## src/rtl/one_by_two_demux.sv

```systemverilog
`default_nettype none
// ============================================================================
// Module      : one_by_two_demux
// Description : Steers one producer stream to one of two sinks, chosen per
//               word by a select bit. Each sink has its own small FIFO so a
//               stalled sink never blocks traffic queued for the other one.
//               Also keeps a wrapping count of words accepted per output.
// Revision    : 1.0 - initial release
// ============================================================================
module one_by_two_demux #(
    parameter int unsigned DATA_WIDTH = 8,
    parameter int unsigned DEPTH      = 2,
    parameter int unsigned CNT_WIDTH  = 8
) (
    input  logic                  clk,
    input  logic                  rst_n,
    input  logic [DATA_WIDTH-1:0] in_data,
    input  logic                  in_valid,
    input  logic                  control_signal_demux_1_by_2,
    output logic                  in_ready,
    output logic [DATA_WIDTH-1:0] out1_data,
    output logic                  out1_valid,
    input  logic                  out1_ready,
    output logic [DATA_WIDTH-1:0] out2_data,
    output logic                  out2_valid,
    input  logic                  out2_ready,
    output logic [CNT_WIDTH-1:0]  count1,
    output logic [CNT_WIDTH-1:0]  count2
);

    // Pointer width, and occupancy width (one extra bit so "full" is encodable)
    localparam int unsigned AW = $clog2(DEPTH);
    localparam int unsigned OW = AW + 1;
    localparam logic [OW-1:0] c_full_level = OW'(DEPTH);

    // Per-FIFO status and head data, index 0 -> out1, index 1 -> out2
    logic [1:0]            w_full;
    logic [1:0]            w_valid;
    logic [1:0]            w_ready;
    logic [DATA_WIDTH-1:0] w_head [2];
    logic [CNT_WIDTH-1:0]  w_cnt  [2];

    assign w_ready = {out2_ready, out1_ready};

    // Acceptance looks only at the FIFO the current word is bound for; a full
    // FIFO stays not-ready even if its sink pops this cycle (no bypass path).
    assign in_ready = control_signal_demux_1_by_2 ? ~w_full[1] : ~w_full[0];

    for (genvar g = 0; g < 2; g++) begin : g_fifo
        localparam logic c_sel = 1'(g);

        logic [DATA_WIDTH-1:0] mem_q [DEPTH];
        logic [AW-1:0]         wr_ptr_q;
        logic [AW-1:0]         wr_ptr_d;
        logic [AW-1:0]         rd_ptr_q;
        logic [AW-1:0]         rd_ptr_d;
        logic [OW-1:0]         occ_q;
        logic [OW-1:0]         occ_d;
        logic [CNT_WIDTH-1:0]  cnt_q;
        logic [CNT_WIDTH-1:0]  cnt_d;
        logic                  w_push;
        logic                  w_pop;

        // Select is sampled only in the transfer cycle
        assign w_push = in_valid & in_ready
                      & (control_signal_demux_1_by_2 == c_sel);
        // Pop on an empty FIFO is ignored
        assign w_pop  = (occ_q != '0) & w_ready[g];

        assign w_full[g]  = (occ_q == c_full_level);
        assign w_valid[g] = (occ_q != '0);
        assign w_head[g]  = mem_q[rd_ptr_q];
        assign w_cnt[g]   = cnt_q;

        // Next-state for pointers, occupancy and accepted-word counter;
        // pointers wrap naturally because DEPTH is a power of two
        always_comb begin
            wr_ptr_d = wr_ptr_q;
            rd_ptr_d = rd_ptr_q;
            occ_d    = occ_q;
            cnt_d    = cnt_q;
            if (w_push) begin
                wr_ptr_d = wr_ptr_q + 1'b1;
                cnt_d    = cnt_q + 1'b1;
            end
            if (w_pop) begin
                rd_ptr_d = rd_ptr_q + 1'b1;
            end
            case ({w_push, w_pop})
                2'b10:   occ_d = occ_q + 1'b1;
                2'b01:   occ_d = occ_q - 1'b1;
                default: occ_d = occ_q;
            endcase
        end

        // Control state registers, cleared asynchronously
        always_ff @(posedge clk or negedge rst_n) begin
            if (!rst_n) begin
                wr_ptr_q <= '0;
                rd_ptr_q <= '0;
                occ_q    <= '0;
                cnt_q    <= '0;
            end else begin
                wr_ptr_q <= wr_ptr_d;
                rd_ptr_q <= rd_ptr_d;
                occ_q    <= occ_d;
                cnt_q    <= cnt_d;
            end
        end

        // Storage; cleared on reset so the head reads 0 right away
        always_ff @(posedge clk or negedge rst_n) begin
            if (!rst_n) begin
                for (int i = 0; i < int'(DEPTH); i++) begin
                    mem_q[i] <= '0;
                end
            end else if (w_push) begin
                mem_q[wr_ptr_q] <= in_data;
            end
        end
    end

    assign out1_data  = w_head[0];
    assign out1_valid = w_valid[0];
    assign out2_data  = w_head[1];
    assign out2_valid = w_valid[1];
    assign count1     = w_cnt[0];
    assign count2     = w_cnt[1];

endmodule
`default_nettype wire

```

## config.mk

```make
export PLATFORM = sky130hd
export DESIGN_NAME = one_by_two_demux
export DESIGN_NICKNAME = d
export VERILOG_FILES = /design/src/rtl/one_by_two_demux.sv
export SDC_FILE = /design/constraint.sdc
export NUM_CORES = 1
export LEC_CHECK = 0
export CORE_MARGIN = 2
export CORE_UTILIZATION = 40
export CTS_CLUSTER_DIAMETER = 30
export DETAILED_ROUTE_END_ITERATION = 8
export HOLD_SLACK_MARGIN = 0.05
export PLACE_DENSITY_LB_ADDON = 0.05
export SYNTH_ARGS = -nofsm -noshare
export SYNTH_HDL_FRONTEND = slang
export SYNTH_SLANG_ARGS = --single-unit
```

## constraint.sdc

```tcl
create_clock -name clk -period 3.2 [get_ports clk]
set_input_delay 0.48 -clock clk [delete_from_list [all_inputs] [get_ports clk]]
set_output_delay 0.48 -clock clk [all_outputs]
set_load 0.005 [all_outputs]
```

==> impl_results.md, run 1 <==
* Destination of the worst register-to-register timing path: g_fifo[0].mem_q[14]
* Count of final setup violators at 0
* Max-capacitance violation count at 0
* Transition time at the pin with the least slew margin at 0.807 ns
* Std cell rows at 28
* Global-route wire length before repair at 7.97 mm
* Antenna violation net count after detailed routing at 0
* GRT Residual Overflow at 0
* Final wirelength at 4.85 mm
* Post-synthesis sequential area ratio at 55.4%
* Cell taking the most area after synthesis: dfrtp_1
* Clock insertion delay at the later pin of the skew report at 0.31 ns
* Worst reg-to-reg path cell count at 4
* Portion of synthesized cell area occupied by the leading cell type at 55.4%
* Async set-reset flop share out of synthesis at 100%
* Endpoint required time on the critical path at 2.72 ns
* Slowest Stage Delay on Critical Path at 0.63 ns
* Max Clock Skew at 0.00607 ns
* Clock tree root driver cell: clkbuf_8
* Final Slew Violations at 0
* Startpoint of the lowest-slack register-to-register path: g_fifo[0].occ_q[0]
* CTS tree: yes
* Post-CTS clock slew at the launch and capture registers of the worst setup and hold paths at 0.10 ns
* Number of nets in the layout at 246
* Largest cells by area after synthesis: dfrtp_1 (55%), mux2_2 (18%), xnor2_1 (5.9%), mux2_4 (4.8%), xor2_1 (2.4%)
* Cts bufs inserted at 5
* Die X-Extent at 83.5 µm
* Most common cell after layout, fill and taps aside: dfrtp_1
* Layout-stage area growth over the synthesis result at 25.5%
* Via total after detailed routing at 1,508
* Synth cell types at 26
* Kind of end point of the critical path: primary output
* Detailed-route wire length on metal 1 at 2.22 mm
* Synthesized area per cell at 14.4 µm²
* Run status: finished, final reports clean
* Arrival time of the worst setup path at 1.79 ns
* Antenna violations before repair at 0
* Main flop type after synthesis: dfrtp_1
* Initial Utilization at 41.9%
* Kind of start point of the critical path: flop
* Lkg Pwr at 0.00134 µW
* Core area at 6030 µm²
* Sinks on the clock net at 56
* Floorplan die area at 6970 µm²
* Fill cell count at 518
* Via density at 4.96
* Pin count of the biggest net entering global routing at 37
* Number of detailed-route iterations in the first pass at 2
* Final setup margin at 0.931 ns
* Crit-path cells: mux2_2 -> clkdlybuf4s50_1
* Kind of path behind the tightest hold check: in2async
* Shortest period the worst path allows at 2.27 ns
* Vias in the first global route at 1,601
* Max H-tree Level at 2
* Number of input and output port buffers inserted at 48
* Total routing usage reported by global routing at 14.6%
* Total setup buffers inserted after CTS at 0
* Max-Slew Margin vs Limit at 46.2%
* Met2 wire length at 2.36 mm
* Slowest stage cell, crit path: dfrtp_1
* Clk buf depth at 2
* Maximum clock frequency at 441 MHz
* RSZ-0062 raised after global routing: no
* Estimated wirelength of the detail-placed design at 3.51 mm
* Met3 wirelength from detailed routing at 182 µm
* Highest routed metal layer: met4
* Register-to-Register Setup Slack at 1.48 ns
* Number of diodes added for antenna fixing at 0
* Yosys Warn Count at 0
* DRC violation count after routing at 0
* Share of cells above drive strength 1 at 30.6%
* Post-CTS Hold Buffers at 0
* Number of enable-type register cells in the synthesized netlist at 0
* Syn Nets at 194
* Io pins at 49
* Global placer's final weighted congestion at 0.777
* Pre-CTS setup slack at 0.975 ns
* Kind of critical path: reg2out
* Final Hold Fails at 0
* Post-Synthesis Cell Area at 2530 µm²
* Start point of the critical path: g_fifo[1].rd_ptr_q
* Fraction of the cycle the final worst path needs at 70.9%
* Iter 0 DRT Violations at 39
* Number of instances resized during post-cts repair at 0
* Crit Path Max Fanout at 9
* Synthesized netlist cell count at 176
* Setup TNS after final layout at 0 ns
* IR drop worst, VDD at 0.375 mV
* Die height at 83.5 µm
* Most used cells in the layout excluding fill and tap cells: dfrtp_1 (56), clkdlybuf4s50_1 (47), mux2_2 (41)
* Worst setup path end: out2_data[6]
* Routed len/inst at 16.0 µm
* Total of flip-flops plus latches after synthesis at 56
* Pwr Density at 959 nW/µm²
## report_power, final
group / internal [µW] / switching, µW
Sequential: 1030 / 282
Clock: 176 / 227
Combinational: 918 / 412
Total: 2120 / 920
## kinds of logic after synthesis
group | synth area share (%)
AO/OA/AOI/OAI | 0.198
XOR/XNOR | 8.32
adder cells (fa/ha/maj) | 1.98
buffers and inverters | 1.48
flip-flops | 55.4
multiplexers | 23.0
AND/OR/NAND/NOR | 9.55
## through the flow
step	util, %	cell area, µm²	instances	hold WS (ns)	power [µW]
6_report	52.6	3170	304	0.253	3040
5_1_grt	52.6	3170	304	0.300	3250
4_1_cts	52.6	3170	304	0.280	3090
3_5_place_dp	51.0	3070	296	0.463	2670
3_3_place_gp	51.0	3070	296	0.464	2610
2_1_floorplan	-	2530	176	0.184	2020
## routing by layer
metal	vias to the layer above	track usage [%]
met2	34	23.8
met4	0	5.28
met1	755	18.9
met5	-	0
met3	7	3.96
li1	712	-
## final cells by class
cell class,count,area (µm²),share of cell area (%)
well taps,75,93.8,2.96
clock inverters,2,15.0,0.473
repair buffers,49,483,15.2
flip-flops and latches,56,1400,44.2
multi-input cells,114,1090,34.3
clock buffers,6,82.6,2.60
inverters,2,7.51,0.237
## how the worst min path moves through the flow
stage                              end  depth (start not counted)
floorplan                    count1[0]                          0
global placement             count1[7]                          1
detailed placement           count1[7]                          1
CTS                 g_fifo[0].mem_q[8]                          1
global route        g_fifo[0].mem_q[8]                          1
finish                       count2[0]                          1
## Yosys cell counts, types with 3 or more instances
library cell / count
and2_1: 4
dfrtp_1: 56
ha_1: 4
mux2_2: 41
mux2_4: 8
nand2_1: 6
nand3_1: 6
nand4_1: 4
nor2_1: 3
xnor2_1: 17
xor2_1: 7
## sequential cells by signal, summed over array words and instances, names as in the netlist
name	flops
g_fifo.mem_q	32
count1	8
count2	8
g_fifo.occ_q	4
g_fifo.rd_ptr_q	2
g_fifo.wr_ptr_q	2
## critical path, delay by kind of cell, from the launching register on
kind	cells	cell delay [ns]
mux	1	0.40
buf+inv	1	0.45
flops	1	0.63
No activity file was read; power rests on OpenSTA's default activity.
==> inputs of run 2 (changes only) <==
clock period = 1.85 ns   (was 3.2 ns; I/O delays follow)
==> impl_results.md, run 2 (same netlist as run 1, synthesis figures left out) <==
* CTS tree: yes
* Share of cells above drive strength 1 at 34.6%
* Most used cells in the layout excluding fill and tap cells: dfrtp_1 (54), mux2_2 (41), clkdlybuf4s50_1 (30)
* Cts bufs inserted at 5
* Kind of critical path: reg2out
* RSZ-0062 raised after global routing: no
* Pwr Density at 1620 nW/µm²
* Shortest period the worst path allows at 1.79 ns
* Post-CTS clock slew at the launch and capture registers of the worst setup and hold paths at 0.10 ns
* Non-filler cells in the finished layout at 318
* Io pins at 49
* Pin count of the biggest net entering global routing at 35
* Max-capacitance violation count at 0
* Crit Path Max Fanout at 3
* Kind of end point of the critical path: primary output
* Sum of internal, switching and leakage power at 5360 µW
* Transition time at the pin with the least slew margin at 0.549 ns
* Worst hold path depth at 1
* Clock insertion delay at the later pin of the skew report at 0.31 ns
* Routed len/inst at 15.7 µm
* Max reg flops at 32
* Total routing usage reported by global routing at 15.0%
* Kind of start point of the critical path: flop
* Run status: finished, final reports clean
* Fill cell count at 527
* Clk buf depth at 2
* Max H-tree Level at 2
* Number of nets in the layout at 260
* Most common cell after layout, fill and taps aside: dfrtp_1
* Number of instances in the placed design at 300
* Final Hold Fails at 0
* Via density at 4.80
* Worst reg-to-reg path cell count at 5
* Register with the highest flop count: g_fifo.mem_q
* Via total after detailed routing at 1,525
* Global-route wire length before repair at 8.26 mm
* Estimated wirelength of the detail-placed design at 3.47 mm
* Final Slew Violations at 0
* Antenna violation net count after detailed routing at 0
* Iter 0 DRT Violations at 74
* Destination of the worst register-to-register timing path: g_fifo[1].occ_q[1]
* Number of input and output port buffers inserted at 48
* GRT Residual Overflow at 0
* Die X-Extent at 83.5 µm
* Number of diodes added for antenna fixing at 0
* Endpoint required time on the critical path at 1.57 ns
* Core area at 6030 µm²
* Max-Slew Margin vs Limit at 63.4%
* Clock tree root driver cell: clkbuf_8
* Maximum clock frequency at 559 MHz
* Std cell rows at 28
* Floorplan die area at 6970 µm²
* IR drop worst, VDD at 0.639 mV
* Worst hold start: count1[7]
* Final wirelength at 5.00 mm
* Fraction of the cycle the final worst path needs at 96.7%
* DRC violation count after routing at 0
* Lkg Pwr at 0.00146 µW
* Count of final setup violators at 0
* Number of detailed-route iterations in the first pass at 2
* Register-to-Register Setup Slack at 0.20 ns
* Die height at 83.5 µm
* Arrival time of the worst setup path at 1.51 ns
* Sinks on the clock net at 56
* Initial Utilization at 41.9%
* Layout-stage area growth over the synthesis result at 30.7%
* End point of the most critical hold path: count1[7]
* Vias in the first global route at 1,636
* Kind of path behind the tightest hold check: reg2reg
* Global placer's final weighted congestion at 0.790
* Max Clock Skew at 0.00865 ns
* Startpoint of the lowest-slack register-to-register path: g_fifo[1].occ_q[0]
* Antenna violations before repair at 0
[run 2: changes by cell type in the layout (fill, tap and decap cells not counted)]
cell / previous run / this run
dlygate4sd2_1: 0 / 17
bufinv_16: 0 / 1
clkbuf_8: 6 / 5
dlygate4sd3_1: 0 / 1
dfrtp_2: 0 / 2
buf_6: 0 / 2
clkbuf_1: 0 / 1
buf_4: 1 / 10
clkdlybuf4s50_1: 47 / 30
dfrtp_1: 56 / 54
buf_12: 0 / 2
clkinvlp_4: 2 / 0
clkinv_2: 0 / 1
[run 2: layer usage]
layer	global-route usage, %	vias to the layer above	share of wire [%]
li1	-	737	-
met1	19.3	752	45
met2	25.4	31	50
met3	4.06	5	4.1
met4	3.52	0	1.0
met5	0	-	0
[run 2: worst max-delay path, cell delays in order (launching register included)]
cell	delay [ns]
dfrtp_1	0.43
or2_2	0.33
clkdlybuf4s50_1	0.45
[run 2: how the worst max path moves through the flow]
stage,start,end,slack (ns),cells after the start
2_1_floorplan,g_fifo[0].occ_q[0],g_fifo[0].occ_q[1],0.29,7
3_3_place_gp,control_signal_demux_1_by_2,g_fifo[0].mem_q[9],0.04,5
3_5_place_dp,control_signal_demux_1_by_2,g_fifo[1].occ_q[1],-0.02,7
4_1_cts,g_fifo[0].occ_q[1],out1_valid,0.05,2
5_1_grt,g_fifo[0].occ_q[1],out1_valid,0.003,2
6_report,g_fifo[0].occ_q[1],out1_valid,0.06,2
[run 2: stage by stage]
stage | cell area [µm²] | util (%) | setup TNS, ns | setup WS, ns | hold WS [ns]
2_1_floorplan | 2530 | - | 0 | 0.291 | -0.0181
3_5_place_dp | 3130 | 51.9 | -0.0166 | -0.0166 | 0.295
3_3_place_gp | 3130 | 51.9 | 0 | 0.0424 | 0.293
4_1_cts | 3300 | 54.7 | 0 | 0.0472 | 0.480
6_report | 3300 | 54.8 | 0 | 0.0613 | 0.473
5_1_grt | 3300 | 54.8 | 0 | 0.00296 | 0.490
[run 2: area by class of cell]
| type | count | area, µm² | area share (%) |
|---|---|---|---|
| Sequential cell | 56 | 1400 | 42.5 |
| Multi-Input combinational cell | 114 | 1090 | 33.0 |
| Timing Repair Buffer | 63 | 602 | 18.2 |
| Tap cell | 75 | 93.8 | 2.84 |
| Clock buffer | 6 | 72.6 | 2.20 |
| Clock inverter | 2 | 35.0 | 1.06 |
| Inverter | 2 | 7.51 | 0.227 |
[run 2: report_power, final]
group          total [µW]  internal, µW  switching [µW]
clock                 786           402             383
sequential           2200          1780             415
combinational        2370          1560             814
total                5360          3740            1610
[run 2: timing repair]
| item | CTS | global route |
|---|---|---|
| setup buffers | 8 | 1 |
| cloned | 0 | 0 |
| gates resized for setup | 24 | 0 |
| hold buffers | 1 | 0 |
| setup endpoints to repair | 17 | 1 |
| endpoints found under the hold margin | 22 | 0 |
==> inputs of run 3 (changes only) <==
HOLD_SLACK_MARGIN = 0.08   (was 0.05)
==> results of run 3 <==
Same layout as run 2: the final DEF is identical, and so are final timing and power.
